--- src/rtl/perf_counter_bank_if.sv ---
// Shared counter type and the valid/ready read port of perf_counter_bank.
// master = requester (MMIO block), slave = counter bank.
package perf_pkg;
    typedef logic [63:0] counter_t;
endpackage

interface perf_counter_bank_if #(
    parameter int IDX_W = 3
);
    import perf_pkg::*;

    logic             rd_req_valid_i;
    logic             rd_req_ready_o;
    logic [IDX_W-1:0] rd_idx_i;
    logic             rd_shadow_i;
    logic             rd_resp_valid_o;
    logic             rd_resp_ready_i;
    counter_t         rd_data_o;
    logic             rd_ovf_o;
    logic             rd_err_o;

    modport master (
        output rd_req_valid_i, rd_idx_i, rd_shadow_i, rd_resp_ready_i,
        input  rd_req_ready_o, rd_resp_valid_o, rd_data_o, rd_ovf_o, rd_err_o
    );

    modport slave (
        input  rd_req_valid_i, rd_idx_i, rd_shadow_i, rd_resp_ready_i,
        output rd_req_ready_o, rd_resp_valid_o, rd_data_o, rd_ovf_o, rd_err_o
    );
endinterface

--- src/rtl/perf_counter_bank.sv ---
// Bank of 64-bit event counters with shadow snapshot and a two-state read port.
// Optional COHORT_PERF_SATURATE_EN: counters saturate at all-ones instead of wrapping.
module perf_counter_lane
    import perf_pkg::*;
(
    input  logic     clk,
    input  logic     rst,
    input  logic     inc,
    input  logic     clear,
    input  logic     snapshot,
    output counter_t cnt,
    output counter_t shadow,
    output logic     ovf
);
    always_ff @(posedge clk) begin
        if (rst) begin
            cnt    <= '0;
            shadow <= '0;
            ovf    <= 1'b0;
        end else begin
            // Shadow takes the pre-update value and ignores clear.
            if (snapshot) shadow <= cnt;
            if (clear) begin
                cnt <= '0;
                ovf <= 1'b0;
            end else if (inc) begin
`ifdef COHORT_PERF_SATURATE_EN
                if (&cnt) ovf <= 1'b1;
                else      cnt <= cnt + 64'd1;
`else
                cnt <= cnt + 64'd1;
                if (&cnt) ovf <= 1'b1;
`endif
            end
        end
    end
endmodule

module perf_counter_bank
    import perf_pkg::*;
#(
    parameter int NUM_COUNTERS = 8,
    parameter int IDX_W        = (NUM_COUNTERS > 1) ? $clog2(NUM_COUNTERS) : 1
) (
    input  logic                    clk_i,
    input  logic                    rst_i,
    input  logic                    enable_i,
    input  logic [NUM_COUNTERS-1:0] event_i,
    input  logic                    clear_i,
    input  logic                    snapshot_i,
    perf_counter_bank_if.slave      rd
);
    typedef enum logic { S_IDLE, S_RESP } state_t;

    logic [NUM_COUNTERS-1:0][63:0] live;
    logic [NUM_COUNTERS-1:0][63:0] shadow;
    logic [NUM_COUNTERS-1:0]       ovf;

    for (genvar k = 0; k < NUM_COUNTERS; k++) begin : g_lane
        perf_counter_lane u_lane (
            .clk      (clk_i),
            .rst      (rst_i),
            .inc      (enable_i & event_i[k]),
            .clear    (clear_i),
            .snapshot (snapshot_i),
            .cnt      (live[k]),
            .shadow   (shadow[k]),
            .ovf      (ovf[k])
        );
    end

    counter_t sel_live, sel_shadow;
    logic     sel_ovf, hit;

    // Loop-compare keeps out-of-range indices from reaching the arrays.
    always_comb begin
        sel_live   = '0;
        sel_shadow = '0;
        sel_ovf    = 1'b0;
        hit        = 1'b0;
        for (int k = 0; k < NUM_COUNTERS; k++) begin
            if (rd.rd_idx_i == IDX_W'(k)) begin
                sel_live   = live[k];
                sel_shadow = shadow[k];
                sel_ovf    = ovf[k];
                hit        = 1'b1;
            end
        end
    end

    state_t state;

    always_ff @(posedge clk_i) begin
        if (rst_i) begin
            state              <= S_IDLE;
            rd.rd_req_ready_o  <= 1'b1;
            rd.rd_resp_valid_o <= 1'b0;
            rd.rd_data_o       <= '0;
            rd.rd_ovf_o        <= 1'b0;
            rd.rd_err_o        <= 1'b0;
        end else begin
            case (state)
                S_IDLE: begin
                    if (rd.rd_req_valid_i) begin
                        rd.rd_data_o       <= rd.rd_shadow_i ? sel_shadow : sel_live;
                        rd.rd_ovf_o        <= sel_ovf;
                        rd.rd_err_o        <= ~hit;
                        rd.rd_req_ready_o  <= 1'b0;
                        rd.rd_resp_valid_o <= 1'b1;
                        state              <= S_RESP;
                    end
                end
                S_RESP: begin
                    if (rd.rd_resp_ready_i) begin
                        rd.rd_req_ready_o  <= 1'b1;
                        rd.rd_resp_valid_o <= 1'b0;
                        state              <= S_IDLE;
                    end
                end
                default: state <= S_IDLE;
            endcase
        end
    end
endmodule

--- src/flat_wrapper.sv ---
// flat-port wrapper written by rule: the top's interface ports become plain ports
module perf_counter_bank_flat import perf_pkg::*;
#(
    parameter int NUM_COUNTERS = 8,
    parameter int IDX_W        = (NUM_COUNTERS > 1) ? $clog2(NUM_COUNTERS) : 1
)
  (clk_i, rst_i, enable_i, event_i, clear_i, snapshot_i, rd_rd_req_valid_i, rd_rd_idx_i, rd_rd_shadow_i, rd_rd_resp_ready_i, rd_rd_req_ready_o, rd_rd_resp_valid_o, rd_rd_data_o, rd_rd_ovf_o, rd_rd_err_o);
  perf_counter_bank_if #(.IDX_W(IDX_W)) rd_i ();
  input  logic clk_i;
  input  logic rst_i;
  input  logic enable_i;
  input  logic [NUM_COUNTERS-1:0] event_i;
  input  logic clear_i;
  input  logic snapshot_i;
  input wire logic [$bits(rd_i.rd_req_valid_i)-1:0] rd_rd_req_valid_i;
  input wire logic [$bits(rd_i.rd_idx_i)-1:0] rd_rd_idx_i;
  input wire logic [$bits(rd_i.rd_shadow_i)-1:0] rd_rd_shadow_i;
  input wire logic [$bits(rd_i.rd_resp_ready_i)-1:0] rd_rd_resp_ready_i;
  output wire logic [$bits(rd_i.rd_req_ready_o)-1:0] rd_rd_req_ready_o;
  output wire logic [$bits(rd_i.rd_resp_valid_o)-1:0] rd_rd_resp_valid_o;
  output wire logic [$bits(rd_i.rd_data_o)-1:0] rd_rd_data_o;
  output wire logic [$bits(rd_i.rd_ovf_o)-1:0] rd_rd_ovf_o;
  output wire logic [$bits(rd_i.rd_err_o)-1:0] rd_rd_err_o;
  assign rd_i.rd_req_valid_i = rd_rd_req_valid_i;
  assign rd_i.rd_idx_i = rd_rd_idx_i;
  assign rd_i.rd_shadow_i = rd_rd_shadow_i;
  assign rd_i.rd_resp_ready_i = rd_rd_resp_ready_i;
  assign rd_rd_req_ready_o = rd_i.rd_req_ready_o;
  assign rd_rd_resp_valid_o = rd_i.rd_resp_valid_o;
  assign rd_rd_data_o = rd_i.rd_data_o;
  assign rd_rd_ovf_o = rd_i.rd_ovf_o;
  assign rd_rd_err_o = rd_i.rd_err_o;
  perf_counter_bank #(.NUM_COUNTERS(NUM_COUNTERS), .IDX_W(IDX_W)) u_core (.clk_i(clk_i), .rst_i(rst_i), .enable_i(enable_i), .event_i(event_i), .clear_i(clear_i), .snapshot_i(snapshot_i), .rd(rd_i));
endmodule
--- config.mk ---
export PLATFORM = sky130hd
export DESIGN_NAME = perf_counter_bank_flat
export DESIGN_NICKNAME = d
export VERILOG_FILES = /design/src/rtl/perf_counter_bank_if.sv /design/src/rtl/perf_counter_bank.sv /design/src/flat_wrapper.sv
export SDC_FILE = /design/constraint.sdc
export NUM_CORES = 2
export LEC_CHECK = 0
export CORE_ASPECT_RATIO = 1.75
export CORE_MARGIN = 2
export CORE_UTILIZATION = 55
export DETAILED_ROUTE_END_ITERATION = 16
export PLACE_DENSITY = 0.8
export SYNTH_ARGS = -nofsm -noshare
export SYNTH_HDL_FRONTEND = slang
export SYNTH_HIERARCHICAL = 1
export SYNTH_SLANG_ARGS = --single-unit
--- constraint.sdc ---
create_clock -name clk_i -period 2.4 [get_ports clk_i]
set_input_delay 0.36 -clock clk_i [delete_from_list [all_inputs] [get_ports clk_i]]
set_output_delay 0.36 -clock clk_i [all_outputs]
set_load 0.05 [all_outputs]
==> key figures <==
Outcome
  – Outcome: finished with violations
  – Failing checks: setup timing

Place
  – Placed Instances: just over 8,000
  – Final Wtd Congestion: 1.078
  – PortBufs: 86
  – Placed instance area: 63,150 um^2
  – DP Wirelength: 189,200 um

Floorplan
  – Die ar.: between 100,000 and 150,000 um^2
  – Die X: ~240 um
  – Initial Utilization: between 50% and 60%
  – Num rows: between 150 and 200
  – Die H: about 420 um
  – Core Area: 98,320 um^2
  – I/O pin count: 87

CTS
  – Clock latency on the worst-skew pair: roughly 760 ps
  – Clk slew on worst S/H paths: 70 ps
  – TritonCTS clock tree: built
  – Max H-tree Level: 3
  – Hold_buf cts: 0
  – Clk sinks: 1,101
  – Total CTS buffers: ~100
  – CTS root buffer: clkbuf_16
  – Clk buf depth: 3

Logic synthesis
  – Ys async rst share: 0%
  – Sequential share of the synthesized area: 40.39%
  – Synth warn: 6
  – Post-synth net total: between 6,000 and 7,000
  – Syn Area/Cell: roughly 9 um^2
  – Most common cell in the netlist: dfxtp_1
  – Mapped Cells: 6,231
  – Largest area contributor in the netlist: dfxtp_1
  – Number of synthesized flops with an enable pin: 0
  – Yosys top cell area share: between 40% and 50%
  – Flops & latches, synth: 1,101
  – Cell Area, Synth: 54,580 um^2
  – Most instantiated cells after synthesis: 1,101 x dfxtp_1, 1,044 x nor2_1, 679 x mux2i_1
  – Synth area leaders: dfxtp_1 40%, mux2i_1 12%, nor2_1 7.2%
  – Yosys cell types: 70
  – Synth Flop Type: dfxtp_1

Timing
  – Slew @ Worst Pin: between 1000 and 1500 ps
  – Max-slew violations: 0
  – Final Cycle Share: 101.7%
  – Setup violators final: 5
  – Skew final: 39.12 ps
  – Fin crit period: around 2400 ps
  – Max Fclk: about 400 MHz
  – Hold Fails Final Rpt: 0
  – Slew Limit Headroom: 14.60%
  – RSZ-0062 raised after global routing: true
  – Setup ws final: -40.00 ps

Power and ir drop
  – P per Cell Area: 591.1 nW/um^2
  – VDD IR max: around 760 uV
  – Tot Pwr: slightly below 40,000 uW
  – Leakage: 0.02588 uW

Setup path
  – Critical path data arrival time: between 3000 and 4000 ps
  – R2r worst-path depth: 8
  – CP max FO: 5
  – Reg-to-reg endpoint: u_core/g_lane[0].u_lane/cnt[54]$_SDFFE_PP0P_
  – Critical path class: flop to flop
  – Flop-to-flop setup slack: -40 ps
  – Critical Path End Type: flop
  – Startpoint type of the worst setup path: flop
  – Crit Reg-Reg Startpoint: u_core/g_lane[0].u_lane/cnt[17]$_SDFFE_PP0P_
  – Critical Path RT: just over 3000 ps

Final layout
  – Syn-to-layout area delta: 22.62%
  – Proportion of layout cells with a drive suffix above 1: ~20%
  – Post-route cell area: around 67,000 um^2
  – Flip-flop and latch area: between 20,000 and 25,000 um^2
  – Final core occ: between 60% and 70%
  – Multi-input logic area: 30,510 um^2
  – Layout net count: ~7,000
  – Fin cells: ~8,400
  – FILL cells: between 8,000 and 9,000

Global routing
  – Total GRT Usage: a little under half
  – Vias in the first global route: 52,794
  – Global route overflow: 0
  – Largest net degree at the start of global routing: 159
  – Initial antenna violation count: 17
  – First-pass GRT wire length: 354,100 um

Min path
  – Hold path endpoint: u_core/g_lane[7].u_lane/shadow[60]$_SDFFE_PP0P_
  – Hold Path Class: input port to flop
  – Hold Path Stages: 2
  – HP Start: rst_i

Route
  – Residual DRC count: 0
  – Pre-antenna DRT Iters: 6
  – Vias per cell: 6.625
  – Routed length per instance: 29.74 um
  – Routed via count: approximately 55,000
  – DRT iter0 DRCs: about 6,400
  – Total wire length: 248,400 um
  – Post-route ant nets: 0

Job
  – Max-Cap Viols: 0
==> metrics by stage <==
stage	setup WS [ps]	hold WS [ps]	TNS, ps
after floorplan	237.9	439.9	0
after global placement	-550.8	445.3	-82970
after detailed placement	-552.9	453.5	-95490
after CTS	0.5893	4.273	0
after global routing	-14.75	7.010	-24.57
final	-40.00	29.01	-128.5
==> power breakdown <==
part,internal (uW),leakage (uW),switching (uW),total (uW)
Combinational,1090,0.0152,2220,3310
Clock,9970,0.00178,7740,17700
Sequential,18400,0.00889,170,18500
Total,29400,0.0259,10100,39600
==> cell families after synthesis <==
group                    after synthesis  share of synthesized area, %
buffers and inverters                517                         4.234
AND/OR/NAND/NOR                     2520                         22.95
XOR/XNOR                             302                         4.846
multiplexers                         793                         15.40
AO/OA/AOI/OAI                        990                         12.00
flip-flops                          1101                         40.39
adder cells (fa/ha/maj)                8                        0.1834
==> flip-flops by register name, indices dropped and copies added (netlist names) <==
signal / count
u_core/g_lane.u_lane/ovf: 8
u_core/g_lane.u_lane/shadow: 512
u_core/g_lane.u_lane/cnt: 512
u_core/rd.rd_ovf_o: 1
u_core/rd.rd_data_o: 64
u_core/rd.rd_req_ready_o: 1
u_core/rd.rd_err_o: 1
u_core/state: 1
u_core/rd.rd_resp_valid_o: 1
==> worst max-delay path, stage by stage, from the launching register on <==
cell     delay (ps)
dfxtp_2         340
buf_4           140
nand4_1         270
nor4_4          570
buf_6           200
nand4_1         140
buf_6           200
or3_1           360
a21oi_1         140
==> per-layer routing <==
| metal | vias to the layer above | share of wire [%] | GRT usage (%) |
|---|---|---|---|
| met1 | 26753 | 33 | 49.26 |
| met5 | - | 0.030 | 0 |
| li1 | 24102 | - | - |
| met4 | 12 | 13 | 50.21 |
| met3 | 1156 | 9.9 | 12.57 |
| met2 | 3319 | 45 | 75.27 |
==> timing repair <==
action	in CTS	in global routing
cloned	0	1
buffers inserted	0	1
pin swaps	0	14
resized for setup	41	54
endpoints found under the setup margin	55	107
==> worst max-delay path by stage <==
stage,from,end,depth (start not counted)
2_1_floorplan,event_i[0],u_core/g_lane[0].u_lane/cnt[48]$_SDFFE_PP0P_,8
3_3_place_gp,enable_i,u_core/g_lane[4].u_lane/cnt[53]$_SDFFE_PP0P_,11
3_5_place_dp,enable_i,u_core/g_lane[4].u_lane/cnt[53]$_SDFFE_PP0P_,11
4_1_cts,u_core/g_lane[1].u_lane/cnt[19]$_SDFFE_PP0P_,u_core/g_lane[1].u_lane/cnt[58]$_SDFFE_PP0P_,7
5_1_grt,u_core/g_lane[6].u_lane/cnt[10]$_SDFFE_PP0P_,u_core/g_lane[6].u_lane/cnt[46]$_SDFFE_PP0P_,5
6_report,u_core/g_lane[0].u_lane/cnt[17]$_SDFFE_PP0P_,u_core/g_lane[0].u_lane/cnt[54]$_SDFFE_PP0P_,8
==> area by class of cell <==
| class | count | share of cell area [%] |
|---|---|---|
| multi-input cells | 4613 | 45.58 |
| flip-flops and latches | 1101 | 32.97 |
| repair buffers | 1030 | 13.08 |
| clock buffers | 153 | 4.676 |
| well taps | 1309 | 2.447 |
| clock inverters | 37 | 0.6487 |
| inverters | 98 | 0.5497 |
| diodes | 13 | 0.04861 |
==> cell usage in the layout (no fill, tap or decap), types with 38 or more instances in the layout <==
| cell | instances |
|---|---|
| buf_4 | 877 |
| xnor2_1 | 137 |
| xor2_1 | 165 |
| o21ai_0 | 217 |
| mux2i_1 | 679 |
| nand4_1 | 263 |
| o221ai_1 | 57 |
| a21oi_1 | 264 |
| clkbuf_16 | 106 |
| a211oi_1 | 38 |
| or3_1 | 171 |
| inv_1 | 96 |
| nor2_1 | 1043 |
| o22ai_1 | 106 |
| nand3_1 | 230 |
| clkdlybuf4s50_1 | 42 |
| a311oi_1 | 55 |
| mux2_2 | 85 |
| o22a_1 | 54 |
| and2_1 | 38 |
| buf_12 | 66 |
| nor4_1 | 113 |
| nor3_1 | 77 |
| or4_1 | 49 |
| nand2_1 | 255 |
| nor3b_1 | 40 |
| and3_1 | 65 |
| dfxtp_1 | 1085 |
No activity file was read; power rests on OpenSTA's default activity.
